File: config.mk
export PLATFORM = sky130hd
export DESIGN_NAME = round_event_gen_flat
export DESIGN_NICKNAME = d
export VERILOG_FILES = /design/src/rtl/game_pkg.sv /design/src/rtl/round_event_gen_if.sv /design/src/rtl/sync_edge_detect.sv /design/src/rtl/round_event_gen.sv /design/src/flat_wrapper.sv
export SDC_FILE = /design/constraint.sdc
export NUM_CORES = 1
export LEC_CHECK = 0
export BUFFER_PORTS_ARGS = -buffer_cell sky130_fd_sc_hd__buf_2
export CAP_MARGIN = 20
export CELL_PAD_IN_SITES_DETAIL_PLACEMENT = 0
export CELL_PAD_IN_SITES_GLOBAL_PLACEMENT = 1
export CORE_MARGIN = 5
export CORE_UTILIZATION = 40
export CTS_BUF_LIST = sky130_fd_sc_hd__clkbuf_8
export DETAILED_ROUTE_END_ITERATION = 16
export HOLD_SLACK_MARGIN = 0.1
export PLACE_DENSITY_LB_ADDON = 0.1
export SETUP_SLACK_MARGIN = 0.3
export SKIP_LAST_GASP = 1
export SLEW_MARGIN = 0
export SYNTH_ARGS = -nofsm -noshare
export SYNTH_HDL_FRONTEND = slang
export SYNTH_SLANG_ARGS = --single-unit
File: constraint.sdc
create_clock -name clkIn -period 2.15 [get_ports clkIn]
set_input_delay 0.3225 -clock clkIn [delete_from_list [all_inputs] [get_ports clkIn]]
set_output_delay 0.3225 -clock clkIn [all_outputs]
set_load 0.03 [all_outputs]
File: src/rtl/game_pkg.sv
// Constants shared by the game FSM and the round event generator.
// The state codes here line up with the FSM's IDLE/RUNNING/FINISH encodings.
package game_pkg;

    localparam logic [1:0] IDLE  = 2'd0;
    localparam logic [1:0] COUNT = 2'd1;
    localparam logic [1:0] DONE  = 2'd2;

    typedef enum logic [1:0] {
        S_IDLE  = IDLE,
        S_COUNT = COUNT,
        S_DONE  = DONE
    } state_e;

    localparam int         TIME_W        = 6;
    localparam int         LFSR_W        = 8;
    // Galois right-shift mask for x^8+x^6+x^5+x^4+1
    localparam logic [7:0] LFSR_TAPS     = 8'hB8;
    localparam logic [7:0] LFSR_SEED_DEF = 8'hA5;

    function automatic logic [LFSR_W-1:0] lfsr_step(input logic [LFSR_W-1:0] s);
        return {1'b0, s[LFSR_W-1:1]} ^ (s[0] ? LFSR_TAPS : '0);
    endfunction

endpackage

File: src/rtl/round_event_gen_if.sv
// Signals shared between the round event generator and the game FSM / board.
// master drives requests and buttons; slave is the event generator.
interface round_event_gen_if #(
    parameter int NUM_TARGETS = 4
) ();
    import game_pkg::*;

    logic                   startGame;
    logic                   game_active;
    logic [NUM_TARGETS-1:0] buttons;
    logic [NUM_TARGETS-1:0] target;
    logic                   player_scored;
    logic                   miss;
    logic                   timer_expired;
    logic [TIME_W-1:0]      time_left;

    modport master (
        output startGame, game_active, buttons,
        input  target, player_scored, miss, timer_expired, time_left
    );

    modport slave (
        input  startGame, game_active, buttons,
        output target, player_scored, miss, timer_expired, time_left
    );

endinterface

File: src/rtl/sync_edge_detect.sv
// Two-flop synchronizer followed by a one-cycle rising-edge pulse per bit.
module sync_edge_detect #(
    parameter int WIDTH = 1
) (
    input  logic             clk,
    input  logic             rst_n,
    input  logic [WIDTH-1:0] din,
    output logic [WIDTH-1:0] rise
);

    logic [WIDTH-1:0] sync1_q, sync1_d;
    logic [WIDTH-1:0] sync2_q, sync2_d;
    logic [WIDTH-1:0] prev_q,  prev_d;

    always_comb begin
        sync1_d = din;
        sync2_d = sync1_q;
        prev_d  = sync2_q;
    end

    always_ff @(posedge clk or negedge rst_n) begin
        if (!rst_n) begin
            sync1_q <= '0;
            sync2_q <= '0;
            prev_q  <= '0;
        end else begin
            sync1_q <= sync1_d;
            sync2_q <= sync2_d;
            prev_q  <= prev_d;
        end
    end

    assign rise = sync2_q & ~prev_q;

endmodule

File: src/rtl/round_event_gen.sv
// Countdown, random target selection and press checking for one game round.
// Produces the player_scored / timer_expired events consumed by the game FSM.
module round_event_gen
    import game_pkg::*;
#(
    parameter int          game_timer  = 30,
    parameter int          NUM_TARGETS = 4,
    parameter logic [7:0]  LFSR_SEED   = LFSR_SEED_DEF
) (
    input  logic              clkIn,
    input  logic              reset,
    input  logic              incrementClk,
    round_event_gen_if.slave  bus
);

    localparam int TW = $clog2(NUM_TARGETS);

    logic                   sec_tick;
    logic [NUM_TARGETS-1:0] press;

    state_e                 state_q, state_d;
    logic [LFSR_W-1:0]      lfsr_q, lfsr_d;
    logic [NUM_TARGETS-1:0] target_q, target_d;
    logic [TIME_W-1:0]      time_left_q, time_left_d;
    logic                   scored_q, scored_d;
    logic                   miss_q, miss_d;
    logic                   expired_q, expired_d;

    logic [TW-1:0]          cur_idx;
    logic [TW-1:0]          cand;
    logic [TW-1:0]          pick_idx;
    logic [NUM_TARGETS-1:0] new_target;

    sync_edge_detect #(.WIDTH(1)) u_sec_sync (
        .clk   (clkIn),
        .rst_n (reset),
        .din   (incrementClk),
        .rise  (sec_tick)
    );

    sync_edge_detect #(.WIDTH(NUM_TARGETS)) u_btn_sync (
        .clk   (clkIn),
        .rst_n (reset),
        .din   (bus.buttons),
        .rise  (press)
    );

    // Index of the lit target; an all-zero target encodes as 0.
    always_comb begin
        cur_idx = '0;
        for (int i = 0; i < NUM_TARGETS; i++) begin
            if (target_q[i]) cur_idx = TW'(i);
        end
    end

    // Bumping a collision by one keeps consecutive targets distinct.
    always_comb begin
        cand       = lfsr_q[TW-1:0];
        pick_idx   = (cand == cur_idx) ? cand + TW'(1) : cand;
        new_target = {{(NUM_TARGETS-1){1'b0}}, 1'b1} << pick_idx;
    end

    always_comb begin
        state_d     = state_q;
        lfsr_d      = lfsr_step(lfsr_q);
        target_d    = target_q;
        time_left_d = time_left_q;
        scored_d    = 1'b0;
        miss_d      = 1'b0;
        expired_d   = 1'b0;

        case (state_q)
            S_IDLE, S_DONE: begin
                if (bus.startGame) begin
                    state_d     = S_COUNT;
                    time_left_d = TIME_W'(game_timer);
                    target_d    = new_target;
                end
            end
            S_COUNT: begin
                // Expiry takes precedence over any press resolving on the same cycle.
                if (sec_tick && time_left_q == TIME_W'(1)) begin
                    state_d     = S_DONE;
                    time_left_d = '0;
                    target_d    = '0;
                    expired_d   = 1'b1;
                end else begin
                    if (sec_tick) time_left_d = time_left_q - TIME_W'(1);
                    if (bus.game_active && (|press)) begin
                        // target is one-hot here, so equality also rules out multi-press
                        if (press == target_q) begin
                            scored_d = 1'b1;
                            target_d = new_target;
                        end else begin
                            miss_d = 1'b1;
                        end
                    end
                end
            end
            default: state_d = S_IDLE;
        endcase
    end

    always_ff @(posedge clkIn or negedge reset) begin
        if (!reset) begin
            state_q     <= S_IDLE;
            lfsr_q      <= LFSR_SEED;
            target_q    <= '0;
            time_left_q <= '0;
            scored_q    <= 1'b0;
            miss_q      <= 1'b0;
            expired_q   <= 1'b0;
        end else begin
            state_q     <= state_d;
            lfsr_q      <= lfsr_d;
            target_q    <= target_d;
            time_left_q <= time_left_d;
            scored_q    <= scored_d;
            miss_q      <= miss_d;
            expired_q   <= expired_d;
        end
    end

    assign bus.target        = target_q;
    assign bus.time_left     = time_left_q;
    assign bus.player_scored = scored_q;
    assign bus.miss          = miss_q;
    assign bus.timer_expired = expired_q;

endmodule

File: src/flat_wrapper.sv
// flat-port wrapper written by rule: the top's interface ports become plain ports
module round_event_gen_flat import game_pkg::*;
#(
    parameter int          game_timer  = 30,
    parameter int          NUM_TARGETS = 4,
    parameter logic [7:0]  LFSR_SEED   = LFSR_SEED_DEF
)
  (clkIn, reset, incrementClk, bus_startGame, bus_game_active, bus_buttons, bus_target, bus_player_scored, bus_miss, bus_timer_expired, bus_time_left);
  round_event_gen_if #(.NUM_TARGETS(NUM_TARGETS)) bus_i ();
  input  logic clkIn;
  input  logic reset;
  input  logic incrementClk;
  input wire logic [$bits(bus_i.startGame)-1:0] bus_startGame;
  input wire logic [$bits(bus_i.game_active)-1:0] bus_game_active;
  input wire logic [$bits(bus_i.buttons)-1:0] bus_buttons;
  output wire logic [$bits(bus_i.target)-1:0] bus_target;
  output wire logic [$bits(bus_i.player_scored)-1:0] bus_player_scored;
  output wire logic [$bits(bus_i.miss)-1:0] bus_miss;
  output wire logic [$bits(bus_i.timer_expired)-1:0] bus_timer_expired;
  output wire logic [$bits(bus_i.time_left)-1:0] bus_time_left;
  assign bus_i.startGame = bus_startGame;
  assign bus_i.game_active = bus_game_active;
  assign bus_i.buttons = bus_buttons;
  assign bus_target = bus_i.target;
  assign bus_player_scored = bus_i.player_scored;
  assign bus_miss = bus_i.miss;
  assign bus_timer_expired = bus_i.timer_expired;
  assign bus_time_left = bus_i.time_left;
  round_event_gen #(.game_timer(game_timer), .NUM_TARGETS(NUM_TARGETS), .LFSR_SEED(LFSR_SEED)) u_core (.clkIn(clkIn), .reset(reset), .incrementClk(incrementClk), .bus(bus_i));
endmodule
== After elaboration in Yosys (flattened, before gate mapping) ==
Cells that the tools add are included.

* Flip-flop bits (word level): 38
* Bits of input ports: 9
* Output and inout port bits: 13
* Logic and storage cells: 67

* Add/subtract/negate cells: 2
* Equality and inequality tests: 10
* Shift-type cells: 1
* Mux-type cells: 27
* Bitwise gates (word level): 5
* Reduce and logical (&&, ||, !) cells: 9

{| class="wikitable"
|+ Operators by type and width
! operator !! count
|-
| 6-bit 2-to-1 mux || 3
|-
| 4-bit 2-to-1 mux || 4
|-
| 6-bit one-hot mux with 2 select lines || 1
|-
| 1-bit 2-to-1 mux || 11
|-
| 2-bit 2-to-1 mux || 5
|-
| 3-bit by 1-bit inequality test with 1-bit output (second input constant) || 3
|-
| 8-bit 2-to-1 mux || 1
|-
| 4-bit one-hot mux with 2 select lines || 1
|-
| 7-bit by 8-bit XOR with 8-bit output || 1
|-
| 6-bit by 1-bit equality test with 1-bit output (second input constant) || 1
|-
| 6-bit by 1-bit subtractor with 6-bit output (second input constant) || 1
|-
| 4-bit AND || 1
|-
| 4-bit equality test || 1
|-
| 4-bit inverter || 1
|-
| 2-bit one-hot mux with 2 select lines || 1
|-
| 4-bit AND reduction || 1
|-
| 4-bit OR reduction || 1
|-
| 1-bit by 2-bit << shifter with 4-bit output (first input constant) || 1
|-
| 3-bit AND reduction || 1
|-
| 2-bit by 1-bit adder with 2-bit output (second input constant) || 1
|-
| 2-bit by 1-bit equality test with 1-bit output (second input constant) || 1
|-
| 2-bit equality test || 1
|-
| 2-bit equality test (second input constant) || 1
|-
| 1-bit logical AND || 2
|-
| 8 further kinds || 8
|}

== Longest topological paths before layout ==
* Depth after elaboration: 10
* Gate-level depth with buffers: 7
* Gate-level depth less buffers: 7

== Hierarchy ==
From an unflattened synthesis, not the netlist that was laid out.

* Cells, all modules: 118
* Area total of the unflattened synthesis: 1581.5 sq um

{| class="wikitable"
|+ Modules (own cells, without submodules)
! module !! instances !! cells an instance !! area an instance (sq um) !! sequential area each (sq um)
|-
| round_event_gen || 1 || 98 || 1137.3 || 580.6
|-
| sync_edge_detect at u_core.u_btn_sync || 1 || 16 || 355.3 || 300.3
|-
| sync_edge_detect at u_core.u_sec_sync || 1 || 4 || 88.8 || 75.1
|}

== Worst setup path after synthesis ==
Ideal clock, no wire load.

* Path type: register to register
* Start point: reg u_core.time_left_q[0], in the netlist u_core.bus.time_left[0]
* End point: reg u_core.target_q[0], in the netlist u_core.bus.target[0]
* Library setup time: 0.125 ns
* Arrival: 1.872 ns
* Required time: 2.025 ns
* Path slack: 0.153 ns
* Cell stages (with the launch flop): 6
* Buffers on the path: 0
* Clock period less this slack: 1.997 ns
* Path through: dfrtp_1 ha_1 nand4bb_4 o21a_4 a221oi_4 mux2_4

* Cells in the longest elaborated chain, start to end: 4
* Elaborated cells on any way between the ends: 7
* Those cells by class: eq/ne (3); mux (2); reduce/logical (2)

{| class="wikitable"
|+ Ends and longest elaborated chain
! what !! line !! source
|-
| start: declaration || round_event_gen.sv:24 || <nowiki>logic [TIME_W-1:0] time_left_q, time_left_d;</nowiki>
|-
| start signal: assignment || round_event_gen.sv:117 || <nowiki>time_left_q <= time_left_d;</nowiki>
|-
| 6-bit by 1-bit equality test with 1-bit output * || round_event_gen.sv:82 || <nowiki>if (sec_tick && time_left_q == TIME_W'(1)) begin</nowiki>
|-
| 1-bit logical AND * || round_event_gen.sv:82 ||
|-
| 3-bit by 1-bit inequality test with 1-bit output (no source line) / 4-bit 2-to-1 mux (equally long branches) || -- ||
|-
| 4-bit AND reduction (no source line) / 4-bit one-hot mux with 2 select lines (equally long branches) || -- ||
|-
| end signal: assignment || round_event_gen.sv:116 || <nowiki>target_q <= target_d;</nowiki>
|-
| end: declaration || round_event_gen.sv:23 || <nowiki>logic [NUM_TARGETS-1:0] target_q, target_d;</nowiki>
|}

Mark *: on every way between the ends. The rest lies on a longest branch, timed or not.
A chain may end at the register's enable or synchronous reset.

== Worst setup path after layout ==
* Start point: reg u_core.time_left_q[2], in the netlist u_core.bus.time_left[2]
* End point: reg u_core.target_q[2], in the netlist u_core.bus.target[2]

The elaborated chain is that of the path after synthesis.

==> results.json <==
{
  "p_total_uw": 2200,
  "final_antenna_net_count": 0,
  "worst_slew_pin_slew_ns": 0.827,
  "fmax_mhz": 552,
  "leakage_uw": 0.000850,
  "fillerInstances": 345,
  "post-place-cells": 188,
  "ys_ff_latch": 38,
  "yosys.area.top_type_share_pct": 55.6,
  "ys_seq_area_share_pct": 62.5,
  "final_util_pct": 50.9,
  "antenna_cells": 0,
  "clkPwrFrac_pct": 21.6,
  "power_frac_seq_pct": 42.6,
  "comb_power_share_pct": 35.8,
  "dieWidth_microns": 71.9,
  "ctsHoldBuffers": 0,
  "num_io_pins": 22,
  "relSlewSlack_pct": 44.9,
  "route.vias.total": 1001,
  "slew_violations": 0,
  "wire_per_inst_microns": 13.2,
  "first_pass_iters": 4,
  "p_sw_share_pct": 35.9,
  "clock_sinks": 38,
  "first_global_vias": 1005,
  "final_area_sq_mm": 0.00188,
  "cp-end-kind": "flip-flop",
  "drc": 0,
  "core_area_sq_mm": 0.00369,
  "critPathArrivalTime_ns": 1.99,
  "grt.overflow.total": 0,
  "rsz0062_at_grt": "true",
  "crit_fanout": 3,
  "first_iter_violations": 71,
  "fin_cells": 203,
  "start_util_pct": 41.5,
  "finalClockSkew_ns": 0.00497,
  "clkLatencyLatePin_ns": 0.29,
  "p_sw_uw": 791,
  "clock_path_buffers": 2,
  "finalCritPeriodShare_pct": 84.2,
  "clk_transition_reported_paths_ns": 0.07,
  "finalSetupViolations": 0,
  "routabilityCongestion": 0.795,
  "worstHoldPathType": "in2async",
  "finalSetupTns_ns": 0,
  "cts_buffers": 5,
  "crit_chain": "or3_4 > o21a_4 > a221oi_4 > mux2_4",
  "worstSetupPathType": "reg2reg",
  "yosysWarningCount": 0,
  "regArea_sq_um": 962,
  "layout_min_cycle_time_ns": 1.81,
  "fp-row-count": 22,
  "antenna_found_initial": 0,
  "vias_per_cell": 4.93,
  "p_per_area_mw_per_mm2": 1170,
  "cap_violations": 0,
  "p_int_uw": 1410,
  "critPathBufInv": 0,
  "r2r_cells": 4,
  "dpl_cell_area_sq_mm": 0.00172,
  "status": "complete, no violations",
  "synth.area.top_cells": "dfrtp_1 56%, dfstp_2 6.9%, nor2b_1 3.3%",
  "slowest_stage": "dfrtp_2",
  "area_delta_synth_final_pct": 22.8,
  "synth_top_area_cell": "dfrtp_1",
  "cp_num_cells": 4,
  "fp.dieH_microns": 71.9,
  "ys_types": 37,
  "cts_tree": "yes",
  "htree_levels": 2,
  "wl_mm": 2.68,
  "irDropWorstVdd_mv": 0.425,
  "slowest_delay_ns": 0.41,
  "syn_nets": 129,
  "clockRootBuffer": "clkbuf_8",
  "avgSynthCellArea_sq_um": 13.0,
  "start_kind": "flip-flop",
  "finalHoldViolations": 0,
  "grt_pass1_wl_mm": 4.75,
  "dp_hpwl_mm": 1.85,
  "syn_area_sq_mm": 0.00153,
  "nNetsFinal": 166,
  "required_ns": 2.33,
  "multi_input_area_sq_um": 564,
  "io_buffers": 21,
  "grt_max_degree": 39,
  "die-area_sq_mm": 0.00516,
  "track_usage_pct": 12.1,
  "syn_inst": 118,
  "path_delay_family": "compound AO/OA/AOI/OAI gates",
  "drive_above_1_share_pct": 37.4
}
[synthesized netlist by cell type]
master and number:
o41a_1 1, or3_4 1, o21ai_1 1, o21a_4 1
o21ai_0 3, mux2i_1 2, a2bb2oi_1 1, inv_1 5
a41oi_1 1, or2b_1 1, a31oi_1 2, xnor2_1 4
nand2b_1 2, nor3_2 1, mux2_4 2, a21o_1 1
xor2_1 3, nor3b_1 1, o22a_1 3, nor3_1 2
o31ai_1 1, o22a_2 1, a32oi_1 1, ha_1 2
nor2_1 12, nand2_1 6, nand4_1 1, nand3b_1 1
and3b_1 1, a21oi_1 3, a21boi_1 1, nand4bb_4 1
a221oi_4 1, dfstp_2 4, dfrtp_1 34, clkbuf_1 2
nor2b_1 8
[layout by cell type (no fill, tap or decap), types with 2 or more instances in the layout]
cell type  instances
nor2b_1            8
dfrtp_1           29
dfstp_2            4
nand2b_1           2
mux2_4             2
nor3_1             2
dfrtp_2            5
nor2_1            12
a31oi_1            2
a21oi_1            3
nand2_1            6
clkbuf_8           6
xnor2_1            4
o22a_1             3
o21ai_0            3
buf_4             11
inv_1              5
mux2i_1            2
buf_2             21
xor2_1             3
[flip-flops by register name, indices dropped and copies added (netlist names), 2 cells and up]
name / flops
u_core.bus.target: 4
u_core.bus.time_left: 6
u_core.lfsr_q: 8
u_core.state_q: 2
u_core.u_btn_sync.prev_d: 4
u_core.u_btn_sync.prev_q: 4
u_core.u_btn_sync.sync1_q: 4
[path summary, 6_finish.rpt]
check | startpoint | slack (ns) | to
min reg2reg | u_core.u_sec_sync.sync1_q | 0.35 | u_core.u_sec_sync.prev_d
min in group clkIn | bus_buttons[3] | 0.14 | u_core.u_btn_sync.sync1_q[3]
min | reset | 0.13 | u_core.bus.timer_expired
max in group asynchronous | reset | 1.44 | u_core.bus.time_left[0]
max reg2reg | u_core.bus.time_left[2] | 0.34 | u_core.bus.target[2]
max | u_core.bus.time_left[2] | 0.34 | u_core.bus.target[2]
[stage by stage]
step	setup WS (ns)	hold WS [ns]
final	0.340	0.131
after global routing	0.279	0.115
after CTS	0.301	0.128
after detailed placement	0.255	0.339
after global placement	0.265	0.334
after floorplan	0.226	0.0269
[final cells by class]
cell class | count | share of cell area, %
Timing Repair Buffer | 32 | 9.99
Tap cell | 48 | 3.20
Clock inverter | 1 | 0.200
Inverter | 5 | 0.999
Multi-Input combinational cell | 73 | 30.0
Clock buffer | 6 | 4.39
Sequential cell | 38 | 51.2
[kinds of logic after synthesis]
kind of cell,count (synthesis),synth area share (%)
AND/OR/NAND/NOR,38,14.8
multiplexers,4,3.27
AO/OA/AOI/OAI,22,12.1
buffers and inverters,7,1.72
adder cells (fa/ha/maj),2,1.64
flip-flops,38,62.5
XOR/XNOR,7,4.01
[metal layers]
layer / up-vias / share of wire [%] / track usage, %
met4: 0 / 2.2 / 6.26
met1: 492 / 48 / 15.0
met2: 21 / 44 / 17.9
li1: 480 / - / -
met3: 8 / 5.5 / 5.33
met5: - / 0 / 0
[power groups by stage]
stage          logic, uW  clock network (uW)  registers [uW]
2_1_floorplan        330                   0            1120
6_report             787                 476             937
4_1_cts              758                 497             934
5_1_grt              859                 530             955
3_5_place_dp         688                   0             964
3_3_place_gp         686                   0             955
[what timing repair did]
action	4_1_cts	5_1_grt
buffers inserted	5	3
hold endpoints to repair	0	0
setup endpoints to repair	2	4
pin swaps	3	3
gates cloned	0	0
gates resized for setup	1	1
No activity file was read; power rests on OpenSTA's default activity.
